File: src/rtl/addsub_mc_pkg.sv
// Shared ALU definitions: aluc op encoding, add/sub unit state codes and a
// helper for sizing the chunk index register.
package addsub_mc_pkg;

  typedef enum logic [1:0] {
    ALUC_ADDU = 2'b00,
    ALUC_SUBU = 2'b01,
    ALUC_ADD  = 2'b10,
    ALUC_SUB  = 2'b11
  } aluc_t;

  typedef enum logic [1:0] {
    S_IDLE = 2'b00,
    S_CALC = 2'b01,
    S_DONE = 2'b10
  } state_t;

  // Index register width; a single-chunk unit still needs one bit.
  function automatic int idx_width(input int nchunk);
    return (nchunk > 1) ? $clog2(nchunk) : 1;
  endfunction

endpackage

File: src/rtl/addsub_mc_if.sv
// Operand/result bus of the multi-cycle add/sub unit. The master side is the
// producer of operands and the consumer of results; the unit is the slave.
interface addsub_mc_if #(
  parameter int WIDTH = 32
);
  // Handshake: a transfer happens on a rising edge where valid and ready are
  // both high; valid never waits on ready, and payload is stable while valid.
  logic             in_valid;
  logic             in_ready;
  logic [WIDTH-1:0] a;
  logic [WIDTH-1:0] b;
  logic [1:0]       aluc;
  logic             out_valid;
  logic             out_ready;
  logic [WIDTH-1:0] r;
  logic             zero;
  logic             carry;
  logic             negative;
  logic             overflow;

  modport master (
    output in_valid, a, b, aluc, out_ready,
    input  in_ready, out_valid, r, zero, carry, negative, overflow
  );

  modport slave (
    input  in_valid, a, b, aluc, out_ready,
    output in_ready, out_valid, r, zero, carry, negative, overflow
  );

endinterface

File: src/rtl/addsub_mc_chunk.sv
// CHUNK-bit combinational adder slice with carry in/out, reused every CALC
// cycle by the multi-cycle unit.
module addsub_chunk #(
  parameter int W = 8
) (
  input  logic [W-1:0] a,
  input  logic [W-1:0] b,
  input  logic         cin,
  output logic [W-1:0] s,
  output logic         cout
);

  logic [W:0] sum;

  assign sum  = {1'b0, a} + {1'b0, b} + {{W{1'b0}}, cin};
  assign s    = sum[W-1:0];
  assign cout = sum[W];

endmodule

File: src/rtl/addsub_mc.sv
// Multi-cycle add/subtract unit: CHUNK bits per cycle through a registered
// carry, result and flags registered at the end of the last chunk.
module addsub_mc
  import addsub_mc_pkg::*;
#(
  parameter int WIDTH = 32,
  parameter int CHUNK = 8
) (
  input  logic          clk,
  input  logic          reset,
  addsub_mc_if.slave    bus,
  output logic          busy,
  output state_t        state_dbg
);

  localparam int NCHUNK = WIDTH / CHUNK;
  localparam int IDXW   = idx_width(NCHUNK);
  localparam logic [IDXW-1:0] IDX_LAST = IDXW'(NCHUNK - 1);

  generate
    if ((WIDTH % CHUNK) != 0) begin : g_bad_chunk
      $error("addsub_mc: WIDTH must be an integer multiple of CHUNK");
    end
  endgenerate

  state_t           state_q, state_nxt;
  logic [WIDTH-1:0] a_q;
  logic [WIDTH-1:0] b_q;
  logic             b_msb_q;
  logic             cin_q;
  aluc_t            op_q;
  logic [IDXW-1:0]  idx_q;
  logic [WIDTH-1:0] acc_q;
  logic [WIDTH-1:0] r_q;
  logic             zero_q, carry_q, negative_q, overflow_q;

  logic [CHUNK-1:0] a_chunk, b_chunk, s_chunk;
  logic             cout;
  logic [WIDTH-1:0] sum_full;
  logic             last;
  logic             f_zero, f_carry, f_negative, f_overflow;

  assign a_chunk = a_q[idx_q*CHUNK +: CHUNK];
  assign b_chunk = b_q[idx_q*CHUNK +: CHUNK];
  assign last    = (idx_q == IDX_LAST);

  addsub_chunk #(.W(CHUNK)) u_chunk (
    .a    (a_chunk),
    .b    (b_chunk),
    .cin  (cin_q),
    .s    (s_chunk),
    .cout (cout)
  );

  // Accumulator with the slice of the current cycle merged in, so the last
  // CALC cycle can register the complete sum directly.
  always_comb begin
    sum_full = acc_q;
    sum_full[idx_q*CHUNK +: CHUNK] = s_chunk;
  end

  // b_q holds ~b for subtraction, so signed overflow uses the original b msb.
  always_comb begin
    f_zero     = ~|sum_full;
    f_carry    = 1'b0;
    f_negative = 1'b0;
    f_overflow = 1'b0;
    case (op_q)
      ALUC_ADDU: f_carry = cout;
      ALUC_SUBU: f_carry = ~cout;
      ALUC_ADD: begin
        f_negative = sum_full[WIDTH-1];
        f_overflow = (a_q[WIDTH-1] == b_msb_q) && (sum_full[WIDTH-1] != a_q[WIDTH-1]);
      end
      ALUC_SUB: begin
        f_negative = sum_full[WIDTH-1];
        f_overflow = (a_q[WIDTH-1] != b_msb_q) && (sum_full[WIDTH-1] != a_q[WIDTH-1]);
      end
      default: ;
    endcase
  end

  always_comb begin
    state_nxt = state_q;
    case (state_q)
      S_IDLE:  if (bus.in_valid) state_nxt = S_CALC;
      S_CALC:  if (last) state_nxt = S_DONE;
      S_DONE:  if (bus.out_ready) state_nxt = S_IDLE;
      default: state_nxt = S_IDLE;
    endcase
  end

  always_ff @(posedge clk) begin
    if (reset) begin
      state_q    <= S_IDLE;
      a_q        <= '0;
      b_q        <= '0;
      b_msb_q    <= 1'b0;
      cin_q      <= 1'b0;
      op_q       <= ALUC_ADDU;
      idx_q      <= '0;
      acc_q      <= '0;
      r_q        <= '0;
      zero_q     <= 1'b0;
      carry_q    <= 1'b0;
      negative_q <= 1'b0;
      overflow_q <= 1'b0;
    end else begin
      state_q <= state_nxt;
      case (state_q)
        S_IDLE: begin
          if (bus.in_valid) begin
            a_q     <= bus.a;
            b_q     <= bus.aluc[0] ? ~bus.b : bus.b;
            b_msb_q <= bus.b[WIDTH-1];
            cin_q   <= bus.aluc[0];
            op_q    <= aluc_t'(bus.aluc);
            idx_q   <= '0;
          end
        end
        S_CALC: begin
          acc_q <= sum_full;
          cin_q <= cout;
          if (last) begin
            r_q        <= sum_full;
            zero_q     <= f_zero;
            carry_q    <= f_carry;
            negative_q <= f_negative;
            overflow_q <= f_overflow;
          end else begin
            idx_q <= idx_q + 1'b1;
          end
        end
        default: ;
      endcase
    end
  end

  assign bus.in_ready  = (state_q == S_IDLE);
  assign bus.out_valid = (state_q == S_DONE);
  assign bus.r         = r_q;
  assign bus.zero      = zero_q;
  assign bus.carry     = carry_q;
  assign bus.negative  = negative_q;
  assign bus.overflow  = overflow_q;
  assign busy          = (state_q != S_IDLE);
  assign state_dbg     = state_q;

endmodule

File: src/flat_wrapper.sv
// flat-port wrapper written by rule: the top's interface ports become plain ports
module addsub_mc_flat import addsub_mc_pkg::*;
#(
  parameter int WIDTH = 32,
  parameter int CHUNK = 8
)
  (clk, reset, busy, state_dbg, bus_in_valid, bus_a, bus_b, bus_aluc, bus_out_ready, bus_in_ready, bus_out_valid, bus_r, bus_zero, bus_carry, bus_negative, bus_overflow);
  addsub_mc_if #(.WIDTH(WIDTH)) bus_i ();
  input  logic clk;
  input  logic reset;
  output logic busy;
  output state_t state_dbg;
  input wire logic [$bits(bus_i.in_valid)-1:0] bus_in_valid;
  input wire logic [$bits(bus_i.a)-1:0] bus_a;
  input wire logic [$bits(bus_i.b)-1:0] bus_b;
  input wire logic [$bits(bus_i.aluc)-1:0] bus_aluc;
  input wire logic [$bits(bus_i.out_ready)-1:0] bus_out_ready;
  output wire logic [$bits(bus_i.in_ready)-1:0] bus_in_ready;
  output wire logic [$bits(bus_i.out_valid)-1:0] bus_out_valid;
  output wire logic [$bits(bus_i.r)-1:0] bus_r;
  output wire logic [$bits(bus_i.zero)-1:0] bus_zero;
  output wire logic [$bits(bus_i.carry)-1:0] bus_carry;
  output wire logic [$bits(bus_i.negative)-1:0] bus_negative;
  output wire logic [$bits(bus_i.overflow)-1:0] bus_overflow;
  assign bus_i.in_valid = bus_in_valid;
  assign bus_i.a = bus_a;
  assign bus_i.b = bus_b;
  assign bus_i.aluc = bus_aluc;
  assign bus_i.out_ready = bus_out_ready;
  assign bus_in_ready = bus_i.in_ready;
  assign bus_out_valid = bus_i.out_valid;
  assign bus_r = bus_i.r;
  assign bus_zero = bus_i.zero;
  assign bus_carry = bus_i.carry;
  assign bus_negative = bus_i.negative;
  assign bus_overflow = bus_i.overflow;
  addsub_mc #(.WIDTH(WIDTH), .CHUNK(CHUNK)) u_core (.clk(clk), .reset(reset), .bus(bus_i), .busy(busy), .state_dbg(state_dbg));
endmodule
File: config.mk
export PLATFORM = sky130hd
export DESIGN_NAME = addsub_mc_flat
export DESIGN_NICKNAME = d
export VERILOG_FILES = /design/src/rtl/addsub_mc_pkg.sv /design/src/rtl/addsub_mc_if.sv /design/src/rtl/addsub_mc_chunk.sv /design/src/rtl/addsub_mc.sv /design/src/flat_wrapper.sv
export SDC_FILE = /design/constraint.sdc
export NUM_CORES = 1
export LEC_CHECK = 0
export BUFFER_PORTS_ARGS = -buffer_cell sky130_fd_sc_hd__buf_4
export CAP_MARGIN = 20
export CELL_PAD_IN_SITES_DETAIL_PLACEMENT = 0
export CELL_PAD_IN_SITES_GLOBAL_PLACEMENT = 1
export CORE_UTILIZATION = 39
export DETAILED_ROUTE_END_ITERATION = 8
export HOLD_SLACK_MARGIN = 0.02
export PLACE_DENSITY_LB_ADDON = 0.1
export SETUP_SLACK_MARGIN = 0.5
export SYNTH_ARGS = -nofsm -noshare
export SYNTH_HDL_FRONTEND = slang
export SYNTH_SLANG_ARGS = --single-unit
File: constraint.sdc
create_clock -name clk -period 3.85 [get_ports clk]
set_input_delay 0.77 -clock clk [delete_from_list [all_inputs] [get_ports clk]]
set_output_delay 0.77 -clock clk [all_outputs]
set_load 0.01 [all_outputs]
==> impl_metrics.env <==
export IMPL_io_pins=111
export IMPL_setup_slack_ps=699
export IMPL_finalWirelength_um=17300
export IMPL_power_frac_seq_pct=43.1
export IMPL_synthesis_area_um2=6350
export IMPL_slew_headroom_pct=28.5
export IMPL_wire_per_inst_um=16.7
export IMPL_drtIter0Drc=330
export IMPL_cts_tree="built"
export IMPL_synth_net_count=799
export IMPL_synthCells=714
export IMPL_synthToLayoutAreaGrowth_pct=24.4
export IMPL_grt_usage_pct=21.5
export IMPL_synth_common_cells="dfxtp_1 (140), nor2_1 (113), nand2_1 (83)"
export IMPL_fin_nets=889
export IMPL_cts_buffers=17
export IMPL_outcome="completed"
export IMPL_dr_total_vias=5513
export IMPL_via_per_inst=5.34
export IMPL_worst_pin_slew_ps=1070
export IMPL_port_buffers=110
export IMPL_final_design_area_no_fill_um2=7900
export IMPL_crit_slowest_cell="mux4_2"
export IMPL_worstReg2RegStart="u_core.idx_q[0]"
export IMPL_synthArstFlopShare_pct=0
export IMPL_core_area_um2=15900
export IMPL_leakagePower_nw=3.02
export IMPL_cts_root_buffer="clkbuf_16"
export IMPL_setup_viol=0
export IMPL_synth_flop_cell="dfxtp_1"
export IMPL_vdd_drop_max_v=0.000327
export IMPL_p_comb_share_pct=15.8
export IMPL_fill_cells=1566
export IMPL_cts_buffer_depth=2
export IMPL_synth_top_area_share_pct=44.1
export IMPL_clkTransAtPathRegs_ps=60
export IMPL_drive_gt1_share_pct=22.4
export IMPL_hold_violations=0
export IMPL_rows=46
export IMPL_diodes=0
export IMPL_finalSetupTns_ps=0
export IMPL_antenna_found_initial=0
export IMPL_finalMaxSlewViolations=0
export IMPL_period_needed_ps=3150
export IMPL_ys_warn_count=0
export IMPL_yosys_top_cells_area="dfxtp_1 (44%), nor2_1 (6.7%), a211oi_1 (5.9%)"
export IMPL_fin_skew_ps=7.74
export IMPL_cp_startpoint="u_core.idx_q[0]"
export IMPL_max_cap_violations=0
export IMPL_die_h_um=130
export IMPL_p_int_w=0.00266
export IMPL_end_kind="flip-flop"
export IMPL_crit_type="flip-flop to flip-flop"
export IMPL_rsz0062_at_grt="no"
export IMPL_post_dp_cell_area_um2=7350
export IMPL_p_sw_share_pct=27.1
export IMPL_grt_max_degree=104
export IMPL_syn_area_per_cell_um2=8.89
export IMPL_ant_nets=0
export IMPL_dieArea_um2=16800
export IMPL_worstHoldStart="u_core.a_q[30]"
export IMPL_grt_ovfl_total=0
export IMPL_max_freq_mhz=317
export IMPL_arrival_ps=3460
export IMPL_clock_power_share_pct=41.1
export IMPL_clk_latency_ps=420
export IMPL_drtPass1Iterations=5
export IMPL_yosysUniqueCellTypes=53
export IMPL_cts_setup_buffers=0
export IMPL_cp_max_fo=7
export IMPL_max_stage_delay_ps=570
export IMPL_yosysSeqAreaShare_pct=44.1
export IMPL_routabilityCongestion=0.813
export IMPL_cts_max_level=4
export IMPL_pre_cts_ws_ps=516
export IMPL_hold_path_class="flip-flop to flip-flop"
export IMPL_grt_pass1_wl_um=27400
export IMPL_critPathLaunchType="flip-flop"
export IMPL_worstPathCellList="mux4_2 > fa_1 > a211oi_2 > nor3_1 > o31a_1 > o32a_1 > mux2i_1 > a32o_1"
export IMPL_yosysTopAreaCell="dfxtp_1"
export IMPL_yosys_cell_count_top_type="dfxtp_1"
export IMPL_whs_ps=453
export IMPL_synth_edff_count=0
export IMPL_fp_dieW_um=130
export IMPL_initial_core_util_pct=40.0
export IMPL_drc=0
export IMPL_p_sw_w=0.000988
export IMPL_cts_sinks=140
export IMPL_grt_pass1_vias=5149
export IMPL_ys_seq_elements=140
export IMPL_dpl_hpwl_um=12200
export IMPL_finalCritPeriodShare_pct=81.8
export IMPL_cp_required_ps=4160
export IMPL_p_per_area_nw_per_um2=462
==> stage by stage <==
| step | std cells | power (W) | utilization, % |
|---|---|---|---|
| 3_3_place_gp | 1001 | 0.00217 | 46.3 |
| 4_1_cts | 1032 | 0.00367 | 49.6 |
| 2_1_floorplan | 714 | 0.00196 | - |
| 5_1_grt | 1032 | 0.00380 | 49.7 |
| 3_5_place_dp | 1001 | 0.00218 | 46.3 |
| 6_report | 1032 | 0.00365 | 49.7 |
==> cell families after synthesis <==
group	count (synthesis)	share of synthesized area [%]
multiplexers	18	6.01
AND/OR/NAND/NOR	262	18.1
flip-flops	140	44.1
buffers and inverters	69	4.24
XOR/XNOR	37	5.10
AO/OA/AOI/OAI	173	19.3
adder cells (fa/ha/maj)	15	3.19
==> cell type report <==
type                    count  area (µm²)  share of cell area [%]
repair buffers            127         961                    12.2
multi-input cells         505        3290                    41.6
flip-flops and latches    140        2810                    35.5
clock inverters             8        70.1                   0.887
inverters                  13        48.8                   0.618
clock buffers              23         458                    5.80
well taps                 216         270                    3.42
==> flip-flops by register name (all words and copies together) (netlist names) <==
register,cells
u_core.bus.overflow,1
u_core.a_q,32
u_core.idx_q,2
u_core.acc_q,32
u_core.cin_q,1
u_core.bus.carry,1
u_core.bus.r,32
u_core.bus.negative,1
u_core.b_q,32
u_core.op_q,2
u_core.b_msb_q,1
u_core.bus.zero,1
u_core.state_dbg,2
==> worst paths after layout <==
check                        end  slack, ps  cells after the start
max          u_core.bus.overflow        700                      8
min               u_core.a_q[30]        450                      2
max reg2reg  u_core.bus.overflow        700                      8
min reg2reg       u_core.a_q[30]        450                      2
==> worst max-delay path: cells and delay by family, from the launching register on <==
family	cells	cell delay, ps
AO/OA/AOI/OAI	4	1300
multiplexers	2	710
flip-flops	1	450
adder cells (fa/ha/maj)	1	440
AND/OR/NAND/NOR	1	140
==> routing by layer <==
| metal | share of wire [%] | global-route usage, % | up-vias |
|---|---|---|---|
| met5 | 0 | 0 | - |
| met4 | 1.7 | 7.80 | 0 |
| met3 | 3.6 | 4.13 | 21 |
| met2 | 50 | 36.7 | 144 |
| met1 | 45 | 26.8 | 2613 |
| li1 | - | - | 2735 |
==> power groups by stage <==
stage	combinational, W	sequential (W)	clock [W]
2_1_floorplan	0.000376	0.00158	0
3_3_place_gp	0.000564	0.00160	0
3_5_place_dp	0.000572	0.00160	0
4_1_cts	0.000574	0.00157	0.00153
5_1_grt	0.000632	0.00158	0.00159
6_report	0.000576	0.00157	0.00150
==> layout by cell type (no fill, tap or decap), drive strengths merged, types with 8 or more instances in the layout <==
master and count:
o21ai 8, clkbuf 23, a211oi 52, inv 13, nor2 113, a221oi 20, nand2 83, a21oi 48
a22oi 30, ha 13, xnor2 35, mux4 16, dfxtp 140, buf 127, nor3 29
==> what timing repair did <==
action,in CTS,in global routing
pin swaps,0,0
endpoints found under the setup margin,3,9
resized for setup,1,5
hold buffers,0,0
No activity file was read; power rests on OpenSTA's default activity.
